**src/rtl/can_clic_ctrl.sv**
```systemverilog
// can_clic_ctrl: CLIC sequencing controller.
// Holds per-source pending/enable/priority state and the running threshold.
// Arbitrates the highest-priority pending, enabled source strictly above the
// threshold, presents it over a registered valid/take handshake, and stacks
// preempted thresholds so that nested returns restore them.
module can_clic_ctrl #(
    parameter int NR_INDEX_BITS = 3,
    parameter int NR_PRIO_BITS  = 3,
    parameter int STACK_DEPTH   = 4
) (
    input  logic                               clk,
    input  logic                               reset,
    input  logic [(2**NR_INDEX_BITS)-2:0]      irq_set,
    input  logic                               cfg_we,
    input  logic [NR_INDEX_BITS-1:0]           cfg_idx,
    input  logic [NR_PRIO_BITS-1:0]            cfg_prio,
    input  logic                               cfg_en,
    output logic                               irq_valid,
    output logic [NR_INDEX_BITS-1:0]           irq_index,
    output logic [NR_PRIO_BITS-1:0]            irq_prio,
    input  logic                               irq_take,
    input  logic                               irq_ret,
    output logic [NR_PRIO_BITS-1:0]            threshold,
    output logic [$clog2(STACK_DEPTH+1)-1:0]   depth,
    output logic                               err_proto
);

    localparam int NSRC = (2**NR_INDEX_BITS) - 1;
    localparam int IW   = NR_INDEX_BITS;
    localparam int PW   = NR_PRIO_BITS;
    localparam int DW   = $clog2(STACK_DEPTH+1);
    localparam logic [IW-1:0] THR_IDX = '1;

    // Registered state
    logic [NSRC-1:0] pend_q, pend_d;
    logic [NSRC-1:0] en_q,   en_d;
    logic [PW-1:0]   prio_q  [NSRC];
    logic [PW-1:0]   prio_d  [NSRC];
    logic [PW-1:0]   stack_q [STACK_DEPTH];
    logic [PW-1:0]   stack_d [STACK_DEPTH];
    logic [PW-1:0]   thr_q, thr_d;
    logic [DW-1:0]   depth_q, depth_d;
    logic            irq_valid_q, irq_valid_d;
    logic [IW-1:0]   irq_index_q, irq_index_d;
    logic [PW-1:0]   irq_prio_q, irq_prio_d;
    logic            err_q, err_d;

    // Arbitration result
    logic            win_found;
    logic [IW-1:0]   win_idx;
    logic [PW-1:0]   win_prio;
    logic            req;

    // Handshake decode
    logic            take_fire;
    logic            ret_fire;
    logic            full;
    logic [PW-1:0]   pop_val;

    assign full      = (depth_q == DW'(STACK_DEPTH));
    assign take_fire = irq_take & irq_valid_q;
    // A return in the same cycle as any take is dropped.
    assign ret_fire  = irq_ret & ~irq_take & (depth_q != '0);

    // Pick the best source among pending & enabled; later (higher) index wins ties,
    // and the threshold slot, which wins every tie, is modelled by the strict compare.
    always_comb begin
        win_found = 1'b0;
        win_idx   = '0;
        win_prio  = '0;
        for (int unsigned k = 0; k < NSRC; k++) begin
            if (pend_q[k] && en_q[k] && (!win_found || prio_q[k] >= win_prio)) begin
                win_found = 1'b1;
                win_idx   = IW'(k);
                win_prio  = prio_q[k];
            end
        end
        req = win_found && (win_prio > thr_q);
    end

    // Select the stacked threshold restored by a return.
    always_comb begin
        pop_val = '0;
        for (int unsigned k = 0; k < STACK_DEPTH; k++) begin
            if (depth_q == DW'(k + 1)) begin
                pop_val = stack_q[k];
            end
        end
    end

    // Next-state for pending, configuration, threshold stack and presented request.
    always_comb begin
        pend_d      = pend_q;
        en_d        = en_q;
        prio_d      = prio_q;
        stack_d     = stack_q;
        thr_d       = thr_q;
        depth_d     = depth_q;
        irq_valid_d = 1'b0;
        irq_index_d = '0;
        irq_prio_d  = '0;
        err_d       = 1'b0;

        // Pending: a set in the same cycle as the take of that index keeps it pending.
        for (int unsigned k = 0; k < NSRC; k++) begin
            pend_d[k] = irq_set[k] |
                        (pend_q[k] & ~(take_fire && (irq_index_q == IW'(k))));
        end

        // Source configuration writes.
        if (cfg_we && (cfg_idx != THR_IDX)) begin
            for (int unsigned k = 0; k < NSRC; k++) begin
                if (cfg_idx == IW'(k)) begin
                    prio_d[k] = cfg_prio;
                    en_d[k]   = cfg_en;
                end
            end
        end

        // Threshold: take beats return beats configuration write.
        if (take_fire) begin
            for (int unsigned k = 0; k < STACK_DEPTH; k++) begin
                if (depth_q == DW'(k)) begin
                    stack_d[k] = thr_q;
                end
            end
            thr_d   = irq_prio_q;
            depth_d = depth_q + DW'(1);
        end else if (ret_fire) begin
            thr_d   = pop_val;
            depth_d = depth_q - DW'(1);
        end else if (cfg_we && (cfg_idx == THR_IDX)) begin
            thr_d   = cfg_prio;
        end

        // Protocol violations: take without valid, return with nothing to return
        // from, or take and return together.
        err_d = (irq_take & ~irq_valid_q) |
                (irq_take & irq_ret) |
                (irq_ret & ~irq_take & (depth_q == '0));

        // Presented request; masked while the stack is full and for the cycle after a take.
        if (req) begin
            irq_index_d = win_idx;
            irq_prio_d  = win_prio;
        end
        irq_valid_d = req & ~full & ~take_fire;
    end

    // State registers with asynchronous clear.
    always_ff @(posedge clk or posedge reset) begin
        if (reset) begin
            pend_q      <= '0;
            en_q        <= '0;
            for (int unsigned k = 0; k < NSRC; k++) begin
                prio_q[k] <= '0;
            end
            for (int unsigned k = 0; k < STACK_DEPTH; k++) begin
                stack_q[k] <= '0;
            end
            thr_q       <= '0;
            depth_q     <= '0;
            irq_valid_q <= 1'b0;
            irq_index_q <= '0;
            irq_prio_q  <= '0;
            err_q       <= 1'b0;
        end else begin
            pend_q      <= pend_d;
            en_q        <= en_d;
            prio_q      <= prio_d;
            stack_q     <= stack_d;
            thr_q       <= thr_d;
            depth_q     <= depth_d;
            irq_valid_q <= irq_valid_d;
            irq_index_q <= irq_index_d;
            irq_prio_q  <= irq_prio_d;
            err_q       <= err_d;
        end
    end

    assign irq_valid = irq_valid_q;
    assign irq_index = irq_index_q;
    assign irq_prio  = irq_prio_q;
    assign threshold = thr_q;
    assign depth     = depth_q;
    assign err_proto = err_q;

endmodule

```
**config.mk**
```make
export PLATFORM = sky130hd
export DESIGN_NAME = can_clic_ctrl
export DESIGN_NICKNAME = d
export VERILOG_FILES = /design/src/rtl/can_clic_ctrl.sv
export SDC_FILE = /design/constraint.sdc
export NUM_CORES = 1
export LEC_CHECK = 0
export ABC_CLOCK_PERIOD_IN_PS = 27200
export CAP_MARGIN = 25
export CORE_MARGIN = 10
export CORE_UTILIZATION = 55
export CTS_CLUSTER_DIAMETER = 80
export DETAILED_ROUTE_END_ITERATION = 10
export PLACE_DENSITY = 0.79
export RECOVER_POWER = 50
export REMOVE_ABC_BUFFERS = 1
export SYNTH_ARGS = -nofsm -noshare
export SYNTH_HDL_FRONTEND = slang
export SYNTH_SLANG_ARGS = --single-unit
```
**constraint.sdc**
```tcl
create_clock -name clk -period 27.2 [get_ports clk]
set_input_delay 4.08 -clock clk [delete_from_list [all_inputs] [get_ports clk]]
set_output_delay 4.08 -clock clk [all_outputs]
set_load 0.005 [all_outputs]
```
==> flow_summary_export.csv <==
group,metric,value,unit
synth,synth_ff_type,"dfrtp_1",
routing,viasPerCell,6.09,
synth,ys.warnings.count,0,
synth,synth_edf_count,0,
clock_tree,postCtsHoldBufs,0,
final_layout,n_antenna_cell,0,
grt,grt_pass1_wl,13.9,mm
grt,grt_start_max_net_pins,62,
routing,wire_per_inst,18.2,um
final_layout,drive_gt1_frac,0.137,
clock_tree,cts_root_buffer,"clkbuf_8",
routing,final_antenna_net_count,0,
sta,setup_viol,0,
clock_tree,cts_max_level,3,
grt,gr-max-usage-layer,"met2",
synth,synth_commonest_cells,"61 x dfrtp_1, 49 x nand2_1, 32 x o21ai_0, 30 x mux2_2, 27 x ha_1",
floorplan,io_pins,33,
routing,drtIter0Drc,235,
clock_tree,cts_setup_buffers,0,
routing,first_pass_iters,5,
floorplan,start_util,0.558,
clock_tree,cts_tree,"yes",
placed_design,hpwl,6.31,mm
final_layout,fin_cells,470,
worst_setup_path,cp.required,27.44,ns
routing,vias,2861,
worst_setup_path,cpMostUsedCell,"ha_1",
pwr,leakage,0.00179,uW
clock_tree,ctsResizeCount,0,
clock_tree,clk_pin_slew,0.07,ns
sta,tightest_slew,3.22,ns
grt,overflow,0,
synth,synth_top_area_share,0.436,
floorplan,coreArea,6280,um2
worst_setup_path,cp.arrival,10.18,ns
grt,grtUsageMet1,0.231,
worst_setup_path,critPathTopFamily,"compound AO/OA/AOI/OAI gates",
placed_design,gp_congestion,0.962,
sta,slew_viol_final,62,
worst_setup_path,cp-end-kind,"flop",
sta,rsz0062_at_grt,"no",
worst_setup_path,critPathSlowestCell,"o311ai_2",
worst_setup_path,path_buf_inv,0,
floorplan,placementRows,29,
min_path,min_path_type,"reg2reg",
sta,fmax,0.101,GHz
sta,period_share,0.365,
worst_setup_path,start_kind,"flop",
synth,yosys-top-cells-area,"dfrtp_1 44%, ha_1 9.6%, mux2_2 9.6%",
synth,synth_cell_types,46,
placed_design,dp.cells,454,
worst_setup_path,crit_fanout,11,
floorplan,die_y,99.8,um
grt,met2_usage,0.262,
final_layout,final_nets,434,
grt,track_usage,0.174,
clock_tree,clock_latency,0.34,ns
routing,wl,8.57,mm
placed_design,port_buffers,32,
routing,drc,0,
final_layout,syn2layout_area_growth,18.5,%
worst_setup_path,slowest_delay,0.56,ns
grt,gr-usage-met3,0.0501,
sta,relSlewSlack,-1.15,
job,drv_cap,1,
pwr,ir_worst_vdd,0.0000692,V
sta,setup_tns,0,ns
grt,grt_pass1_vias,2784,
outcome,status,"finished, violations left",
synth,synth_most_common_cell,"dfrtp_1",
floorplan,die_w,99.8,um
clock_tree,clockBufferDepth,2,
synth,ys_ff_latch,61,
worst_setup_path,critPathKind,"reg2reg",
synth,yosysSeqAreaShare,0.436,
synth,syn_area_per_cell,10.0,um2
synth,synthCells,349,
sta,hold_viol,0,
clock_tree,cts_buffers,9,
outcome,violations,"capacitance limit, slew limit",
synth,synth_area,3500,um2
sta,clock_skew,0.0101,ns
synth,synth_top_cell_by_area,"dfrtp_1",
floorplan,die_area,9960,um2
grt,antenna_found_initial,0,
synth,synth_async_sr_flop_share,1.00,
sta,period_minus_slack,9.93,ns
clock_tree,clock_sinks,61,
pwr,power_density,123,nW/um2
## worst min-delay path, delay by kind of cell (launching register included)
kind | cells | cell delay (ns)
DFF | 1 | 0.35
AOI/OAI and AO/OA | 1 | 0.06
and+or+nand+nor | 1 | 0.05
## final cells by class
type                       instances  area (um2)
fill                             482        2130
multi-input combinational        268        1900
sequential                        61        1530
timing repair buffer              33         324
clock buffer                       9         124
clock inverter                     7         123
tap                               77        96.3
inverter                          15        56.3
## path summary, 6_finish.rpt
kind / start / end / slack (ns) / cells past startpoint
setup / recovery: pend_q[0] / irq_prio[2] / 17.27 / 42
hold / removal: stack_q[10] / stack_q[10] / 0.49 / 2
setup reg to reg: pend_q[0] / irq_prio[2] / 17.27 / 42
hold reg to reg: stack_q[10] / stack_q[10] / 0.49 / 2
max in group asynchronous: reset / prio_q[4] / 19.97 / 3
min in group asynchronous: reset / prio_q[18] / 5.40 / 3
## routing by layer
layer	up-vias	wire, um
met2	114	3850
met4	0	117
met1	1381	3920
li1	1351	-
met3	15	682
met5	-	0
## cells in the final DEF (no fill, tap or decap), types with 4 or more instances in the layout
master / count
a21o_1: 5
a21oi_1: 13
a31oi_1: 5
a32oi_1: 7
and2_1: 6
and3_1: 7
clkbuf_8: 9
clkdlybuf4s50_1: 29
dfrtp_1: 61
ha_1: 27
inv_1: 14
mux2_2: 30
nand2_1: 49
nand2b_1: 12
nand3_1: 7
nor2_1: 14
nor2b_1: 4
o21a_1: 5
o21ai_0: 32
o31ai_1: 4
## kinds of logic after synthesis
logic type | after synthesis | synth area share
mux | 31 | 0.0993
compound gates | 90 | 0.174
flops | 61 | 0.436
buf+inv | 20 | 0.0218
xor+xnor | 2 | 0.00500
fa+ha+maj | 27 | 0.0964
simple gates | 118 | 0.168
## report_power, final
part | switching, uW | leakage [uW] | internal (uW) | total, uW
sequential | 26.7 | 0.000728 | 119 | 146
combinational | 142 | 0.000947 | 123 | 265
clock | 38.6 | 0.000116 | 61.3 | 99.8
## metrics by stage
step | cell area [um2] | setup slack [ns] | total power, uW | hold slack [ns] | utilization
detailed placement | 3910 | 17.50 | 407 | 0.476 | 0.622
finish | 4150 | 17.27 | 511 | 0.489 | 0.661
CTS | 4150 | 17.47 | 509 | 0.493 | 0.662
global route | 4150 | 16.62 | 549 | 0.521 | 0.661
floorplan | 3480 | 18.52 | 328 | 0.449 | -
global placement | 3910 | 17.93 | 393 | 0.467 | 0.622
## flip-flops by register name, summed over array words and instances, names as in the netlist
| signal | count |
|---|---|
| depth | 3 |
| en_q | 7 |
| err_proto | 1 |
| irq_index | 3 |
| irq_prio | 3 |
| irq_valid | 1 |
| pend_q | 7 |
| prio_q | 21 |
| stack_q | 12 |
| threshold | 3 |
(Power assumes the default switching activity.)
